==> config.mk <==
export PLATFORM = sky130hd
export DESIGN_NAME = pipeline_hazard_ctrl
export DESIGN_NICKNAME = d
export VERILOG_FILES = /design/src/rtl/pipeline_hazard_ctrl.sv
export SDC_FILE = /design/constraint.sdc
export NUM_CORES = 1
export LEC_CHECK = 0
export BUFFER_PORTS_ARGS = -buffer_cell sky130_fd_sc_hd__buf_4
export CAP_MARGIN = 20
export CORE_MARGIN = 4
export CORE_UTILIZATION = 41
export DETAILED_ROUTE_END_ITERATION = 7
export HOLD_SLACK_MARGIN = 0.03
export PLACE_DENSITY = 0.82
export SYNTH_ARGS = -nofsm -noshare
export SYNTH_HDL_FRONTEND = slang
export SYNTH_SLANG_ARGS = --single-unit
==> constraint.sdc <==
create_clock -name clk -period 2 [get_ports clk]
set_input_delay 0 -clock clk [delete_from_list [all_inputs] [get_ports clk]]
set_output_delay 0 -clock clk [all_outputs]
set_load 0.005 [all_outputs]
==> src/rtl/pipeline_hazard_ctrl.sv <==
// Hazard controller: stall/flush/forward generation with a run/memwait FSM.
// Optional PERF_CNT_EN adds stall_cnt/flush_cnt performance counters.
module pipeline_hazard_ctrl #(
  parameter int ADDR_WIDTH  = 5,
  parameter int MEM_TIMEOUT = 16,
  parameter int CNT_WIDTH   = 32
) (
  input  logic                  clk,
  input  logic                  rst,
  input  logic                  trigger,
  input  logic [ADDR_WIDTH-1:0] Rs1D,
  input  logic [ADDR_WIDTH-1:0] Rs2D,
  input  logic [ADDR_WIDTH-1:0] Rs1E,
  input  logic [ADDR_WIDTH-1:0] Rs2E,
  input  logic [ADDR_WIDTH-1:0] RdE,
  input  logic [1:0]            ResultSrcE,
  input  logic                  PCSrcE,
  input  logic [ADDR_WIDTH-1:0] RdM,
  input  logic                  RegWriteM,
  input  logic [ADDR_WIDTH-1:0] RdW,
  input  logic                  RegWriteW,
  input  logic                  MemReqM,
  input  logic                  MemReadyM,
  output logic                  StallF,
  output logic                  StallD,
  output logic                  StallE,
  output logic                  StallM,
  output logic                  FlushD,
  output logic                  FlushE,
  output logic [1:0]            ForwardAE,
  output logic [1:0]            ForwardBE,
  output logic                  running,
`ifdef PERF_CNT_EN
  output logic [CNT_WIDTH-1:0]  stall_cnt,
  output logic [CNT_WIDTH-1:0]  flush_cnt,
`endif
  output logic                  mem_err
);

  localparam logic [1:0] IDLE    = 2'd0;
  localparam logic [1:0] RUN     = 2'd1;
  localparam logic [1:0] MEMWAIT = 2'd2;

  localparam int WW = $clog2(MEM_TIMEOUT) + 1;
  localparam logic [WW-1:0] TO_LAST = WW'(MEM_TIMEOUT - 1);
  localparam logic [WW-1:0] W_MAX   = '1;

  if (MEM_TIMEOUT < 2 || CNT_WIDTH < 1) begin : g_bad_param
    $error("pipeline_hazard_ctrl: bad parameter");
  end

  logic [1:0]    state_q, state_d;
  logic [WW-1:0] wait_cnt_q, wait_cnt_d;
  logic          mem_err_q, mem_err_d;

  logic idle, mem_stall, lw_stall, timeout;

  assign idle = rst | (state_q == IDLE);
  assign mem_stall = !idle & ((state_q == MEMWAIT) |
                     ((state_q == RUN) & MemReqM & !MemReadyM));
  assign lw_stall = (ResultSrcE == 2'b01) & (RdE != '0) &
                    ((RdE == Rs1D) | (RdE == Rs2D));
  assign timeout = (state_q == MEMWAIT) & !MemReadyM &
                   (wait_cnt_q == TO_LAST);

  assign running = !rst & (state_q != IDLE);
  assign mem_err = mem_err_q;

  function automatic logic [1:0] fwd(input logic [ADDR_WIDTH-1:0] rs);
    if (RegWriteM && RdM != '0 && RdM == rs) return 2'b10;
    if (RegWriteW && RdW != '0 && RdW == rs) return 2'b01;
    return 2'b00;
  endfunction

  assign ForwardAE = fwd(Rs1E);
  assign ForwardBE = fwd(Rs2E);

  // Overlapping conditions resolve top-down, so priority not unique.
  always_comb begin
    StallF = 1'b0;
    StallD = 1'b0;
    StallE = 1'b0;
    StallM = 1'b0;
    FlushD = 1'b0;
    FlushE = 1'b0;
    priority case (1'b1)
      idle: begin
        StallF = 1'b1;
        StallD = 1'b1;
        FlushE = 1'b1;
      end
      mem_stall: begin
        StallF = 1'b1;
        StallD = 1'b1;
        StallE = 1'b1;
        StallM = 1'b1;
      end
      PCSrcE: begin
        FlushD = 1'b1;
        FlushE = 1'b1;
      end
      lw_stall: begin
        StallF = 1'b1;
        StallD = 1'b1;
        FlushE = 1'b1;
      end
      default: ;
    endcase
  end

  always_comb begin
    state_d   = state_q;
    mem_err_d = mem_err_q;
    case (state_q)
      IDLE: if (trigger) state_d = RUN;
      RUN: if (MemReqM && !MemReadyM) state_d = MEMWAIT;
      MEMWAIT: begin
        if (MemReadyM) begin
          state_d = RUN;
        end else if (timeout) begin
          state_d   = IDLE;
          mem_err_d = 1'b1;
        end
      end
      default: state_d = IDLE;
    endcase
  end

  always_comb begin
    wait_cnt_d = '0;
    if (state_d == MEMWAIT && state_q == MEMWAIT)
      wait_cnt_d = (wait_cnt_q == W_MAX) ? wait_cnt_q : wait_cnt_q + 1'b1;
  end

  always_ff @(posedge clk) begin
    if (rst) begin
      state_q    <= IDLE;
      wait_cnt_q <= '0;
      mem_err_q  <= 1'b0;
    end else begin
      state_q    <= state_d;
      wait_cnt_q <= wait_cnt_d;
      mem_err_q  <= mem_err_d;
    end
  end

`ifdef PERF_CNT_EN
  logic [CNT_WIDTH-1:0] stall_cnt_q, stall_cnt_d;
  logic [CNT_WIDTH-1:0] flush_cnt_q, flush_cnt_d;

  assign stall_cnt_d = stall_cnt_q +
                       CNT_WIDTH'(StallF & (state_q != IDLE));
  assign flush_cnt_d = flush_cnt_q + CNT_WIDTH'(FlushD);
  assign stall_cnt = stall_cnt_q;
  assign flush_cnt = flush_cnt_q;

  always_ff @(posedge clk) begin
    if (rst) begin
      stall_cnt_q <= '0;
      flush_cnt_q <= '0;
    end else begin
      stall_cnt_q <= stall_cnt_d;
      flush_cnt_q <= flush_cnt_d;
    end
  end
`endif

endmodule

==> reports/results.ini, run 1 <==
[clock_network]
ctsLongestPathBuffers=2
cts_tree=yes
ctsResizeCount=0
clk_latency_ns=0.25
cts_buffers=3
cts_num_sinks=8
ctsRootBufferMaster=clkbuf_4
clk_pin_slew_ns=0.05
htree_levels=1

[finish]
nets=211
syn_to_final_growth_pct=55.2
utilization=0.671
layout_common_cells=buf_4 (56), xor2_1 (26), nor2_1 (13)
layout-drive-gt1-share=0.391
fin_area_um2=1320
mostFrequentLayoutCell=buf_4
final_cells=188
diodes=0

[placed_design]
dp_hpwl_um=2120
placed_cells=184
globalplace.congestion=0.687
place_area_um2=1280
portBuffers=56

[routing]
routed_via_density=4.95
drtIter0Drc=12
drt-pass1-iter-count=7
vias=930
routedWlPerCell_um=12.5
drcViolationCount=0
wirelength_um=2350
route.antenna.remaining_nets=0

[die]
initial_core_util=0.432
die_w_um=53.5
pin_count=57
core-area_um2=1960
dieArea_um2=2860
row_count=16
die_h_um=53.5

[yosys]
synthTopCellsByArea=xor2_1 (27%), dfxtp_1 (19%), xnor2_1 (7.2%)
synthArstFlopShare=0
synth_area_um2=848
synthFlopType=dfxtp_1
synth_warnings=0
syn_nets=152
synthCells=104
synth_seq_area_share=0.189
avgSynthCellArea_um2=8.16
synth_edf_count=0
yosys.cell_types.count=32
yosysTopAreaCellShare=0.268
yosys_register_bits=8
yosysTopAreaCell=xor2_1

[critical_path]
setup.worst_path.end_class=flop
slowest_delay_ns=0.33
critPathKind=flop to flop
regToRegSetupSlack_ns=0.39
crit_fanout=5
cp.required_ns=2.19
cp_num_cells=6
start_kind=flop
crit_buf_inv=0
rr_startpoint=wait_cnt_q[0]
path_delay_family=simple AND/OR/NAND/NOR gates
crit_arrival_ns=1.80
critPathSlowestCell=dfxtp_1
r2r_cells=6
critical_path.cell_chain=ha_1 -> and3_1 -> ha_1 -> o21ai_0 -> nand4_1 -> nor2_1
r2r_end=wait_cnt_q[1]
crit_top_cell=ha_1

[power]
pwr-share-comb=0.391
seq_power_share=0.353
switching_share=0.279
power.switching_w=0.000132
power_density_nw_per_um2=359
clkPwrFrac=0.256
peakVddDrop_mv=0.289
leakagePower_nw=0.605
intPower_w=0.000341
power_w=0.000473

[timing]
skew_ns=0.00658
fin_crit_ns=1.61
finalMaxSlewViolations=0
worstMarginPinSlew_ns=0.470
slew_headroom=0.684
fin_crit_sh=0.805
hold_violations=0
setup_viol=0
fmax_mhz=621
finalSetupTns_ns=0
rsz0062_at_grt=false

[global_routing]
grt_usage=0.176
overflow=0
grt_pass1_vias=927
grt_pass1_wl_um=3640
antenna_found_initial=0
grt_max_degree=10

[run]
cap_violations=0

[worst_hold_path]
min_from=MemReadyM
min_delay_path_depth=3
hold_class=input pin to flop
hold_path_end=state_q[0]

[status]
status=finished, final reports clean

## cells in the mapped netlist, types with 2 or more instances
cell type,number
nor2_1,13
xor2_1,26
nor4_1,2
nor2b_1,3
and3_1,2
inv_1,3
o21ai_0,3
o31ai_1,2
nand3_1,2
or4_1,4
dfxtp_1,8
xnor2_1,7
nor3b_1,2
a21oi_1,3
nor4_2,2
ha_1,3
buf_4,2
nor3_1,3
## power by group through the flow
stage	Sequential [W]	Combinational, W	Clock (W)
after floorplan	0.000167	0.0000781	0
final	0.000167	0.000185	0.000121
after global routing	0.000167	0.000205	0.000140
after detailed placement	0.000170	0.000185	0
after global placement	0.000170	0.000179	0
after CTS	0.000167	0.000187	0.000126
## worst max path at each step
stage	from	endpoint	slack, ns
floorplan	wait_cnt_q[0]	wait_cnt_q[0]	0.58
global placement	wait_cnt_q[0]	wait_cnt_q[4]	0.49
detailed placement	wait_cnt_q[0]	wait_cnt_q[1]	0.38
CTS	wait_cnt_q[0]	wait_cnt_q[1]	0.37
global route	wait_cnt_q[0]	wait_cnt_q[3]	0.22
finish	wait_cnt_q[0]	wait_cnt_q[1]	0.39
## routing by layer
metal / part of all wire / GRT usage
met4: 0.021 / 0.0766
met3: 0.079 / 0.0479
met5: 0 / 0
met1: 0.33 / 0.160
met2: 0.57 / 0.353
## cell type report
cell class	count	area, um2
Inverter	3	11.3
Multi-Input combinational cell	90	658
Fill cell	177	646
Timing Repair Buffer	57	430
Clock buffer	3	22.5
Tap cell	27	33.8
Sequential cell	8	160
## sequential cells by signal, indices dropped and copies added (netlist names)
| signal | cells |
|---|---|
| state_q | 2 |
| mem_err | 1 |
| wait_cnt_q | 5 |
## tightest hold or removal path, cell delays in order
cell	delay (ns)
buf_4	0.12
nor2_1	0.09
a2111oi_0	0.05
## per-stage QoR
stage / worst slack, ns / hold WS (ns)
2_1_floorplan: 0.576 / 0.0311
3_3_place_gp: 0.491 / 0.223
3_5_place_dp: 0.384 / 0.225
4_1_cts: 0.373 / 0.0573
5_1_grt: 0.216 / 0.0569
6_report: 0.389 / 0.0641
## what timing repair did
item | in CTS | in global routing
hold buffers | 1 | 0
buffers inserted | 0 | 0
endpoints found under the hold margin | 2 | 0
## cell families after synthesis
family | count (synthesis) | synth area share
DFF | 8 | 0.189
and+or+nand+nor | 40 | 0.283
buffers and inverters | 6 | 0.0354
adders and majority gates | 3 | 0.0443
xor gates and xnor gates | 33 | 0.341
AOI/OAI and AO/OA | 13 | 0.0959
muxes | 1 | 0.0118
Note: power is estimated with default switching activity, not from simulation.
==> run 2: changes to the inputs <==
==> constraint.sdc (replaced) <==
create_clock -name clk -period 1.5 [get_ports clk]
set_input_delay 0 -clock clk [delete_from_list [all_inputs] [get_ports clk]]
set_output_delay 0 -clock clk [all_outputs]
set_load 0.005 [all_outputs]
==> run 2 against run 1 <==
  * Combinational power increased by 38%
  * Critical path depth unchanged
  * Maximum frequency increased by 11%
  * Via count increased by 1.4%
  * Global-route usage decreased by 0.74 points
  * Register-to-register slack got worse by 0.34 ns
  * Critical endpoint unchanged
  * Largest power group unchanged
==> reports/results.ini, run 2 (synthesis gave the netlist of run 1 again) <==
[placed_design]
dp_hpwl_um=2130
globalplace.congestion=0.682
portBuffers=56

[critical_path]
path_delay_family=simple AND/OR/NAND/NOR gates
cp.required_ns=1.68
crit_arrival_ns=1.63
slowest_delay_ns=0.34
setup.worst_path.end_class=flop
critPathKind=flop to flop
crit_buf_inv=0
start_kind=flop
critPathSlowestCell=dfxtp_2
regToRegSetupSlack_ns=0.05
crit_fanout=5
critical_path.cell_chain=ha_4 -> and3_4 -> ha_4 -> o21ai_2 -> nand4_1 -> nor2_1
crit_top_cell=ha_4

[global_routing]
grt_usage=0.169
grt_pass1_vias=853
grt_pass1_wl_um=3470
grt_max_degree=10
overflow=0
antenna_found_initial=0

[clock_network]
cts_buffers=3
clk_pin_slew_ns=0.05
ctsLongestPathBuffers=2
cts_tree=yes
htree_levels=1
ctsRootBufferMaster=clkbuf_4
cts_num_sinks=8
clk_latency_ns=0.25

[timing]
fin_crit_sh=0.966
fmax_mhz=690
hold_violations=0
rsz0062_at_grt=true
setup_viol=0
holdWs_ns=0.0619
finalMaxSlewViolations=0
skew_ns=0.00434
slew_headroom=0.631
fin_crit_ns=1.45
worstMarginPinSlew_ns=0.549

[finish]
mostFrequentLayoutCell=buf_4
diodes=0
utilization=0.712
regMostFlops=wait_cnt_q
layout_common_cells=buf_4 (59), xor2_1 (26), nor2_1 (13)
layout-drive-gt1-share=0.482
fillCellCount=167
largest_reg_flops=5
nets=214
syn_to_final_growth_pct=64.6

[die]
pin_count=57
row_count=16
die_w_um=53.5
die_h_um=53.5
core-area_um2=1960
initial_core_util=0.432
dieArea_um2=2860

[power]
peakVddDrop_mv=0.418
power_density_nw_per_um2=457
leakagePower_nw=0.623

[routing]
vias=943
route.antenna.remaining_nets=0
drcViolationCount=0
drt-pass1-iter-count=4
routed_via_density=4.94
drtIter0Drc=13
wirelength_um=2430
routedWlPerCell_um=12.7

[worst_hold_path]
hold_class=input pin to flop

[run]
cap_violations=0

[status]
status=finished, final reports clean

-- run 2: cell count changes in the layout (fill, tap and decap cells not counted), sizes merged --
cell | before | now
buf | 56 | 59
-- run 2: metal layers --
layer,up-vias,part of all wire,routed length [um],global-route usage
met2,40,0.59,1430,0.347
met1,415,0.32,766,0.152
li1,486,-,-,-
met4,0,0.0091,22,0.0511
met3,2,0.087,210,0.0507
met5,-,0,0,0
-- run 2: worst min-delay path: stages --
cell,delay [ns]
buf_4,0.12
nor2_1,0.09
a2111oi_0,0.06
-- run 2: final timing paths --
kind	startpoint	to	cells past startpoint
hold reg to reg	mem_err	mem_err	2
setup / recovery	wait_cnt_q[1]	wait_cnt_q[1]	6
hold / removal	MemReadyM	state_q[0]	3
setup reg to reg	wait_cnt_q[1]	wait_cnt_q[1]	6
-- run 2: area by class of cell --
cell class                 count  area (um2)  share of cell area
sequential                     8         165               0.118
clock buffer                   3        22.5              0.0161
timing repair buffer          60         453               0.324
tap                           27        33.8              0.0242
inverter                       3        11.3             0.00806
multi-input combinational     90         711               0.509
-- run 2: metrics by stage --
| step | instances | worst slack (ns) | TNS (ns) | area, um2 | power [W] |
|---|---|---|---|---|---|
| floorplan | 104 | 0.0759 | 0 | 848 | 0.000326 |
| global placement | 186 | 0.00862 | 0 | 1300 | 0.000465 |
| detailed placement | 186 | -0.0958 | -0.449 | 1300 | 0.000474 |
| CTS | 190 | 0.00266 | 0 | 1340 | 0.000641 |
| global route | 191 | -0.0689 | -0.157 | 1400 | 0.000682 |
| finish | 191 | 0.0511 | 0 | 1400 | 0.000638 |
-- run 2: where the power goes --
| group | total, W | internal [W] | switching (W) |
|---|---|---|---|
| Combinational | 0.000255 | 0.000152 | 0.000103 |
| Clock | 0.000159 | 0.0000912 | 0.0000677 |
| Sequential | 0.000225 | 0.000217 | 0.00000763 |
-- run 2: repair_timing --
item                                   CTS  global route
pin swaps                                3             7
hold buffers                             1             0
gates resized for setup                  3            14
endpoints found under the hold margin    2             0
setup endpoints to repair                6             7
buffers inserted                         0             1
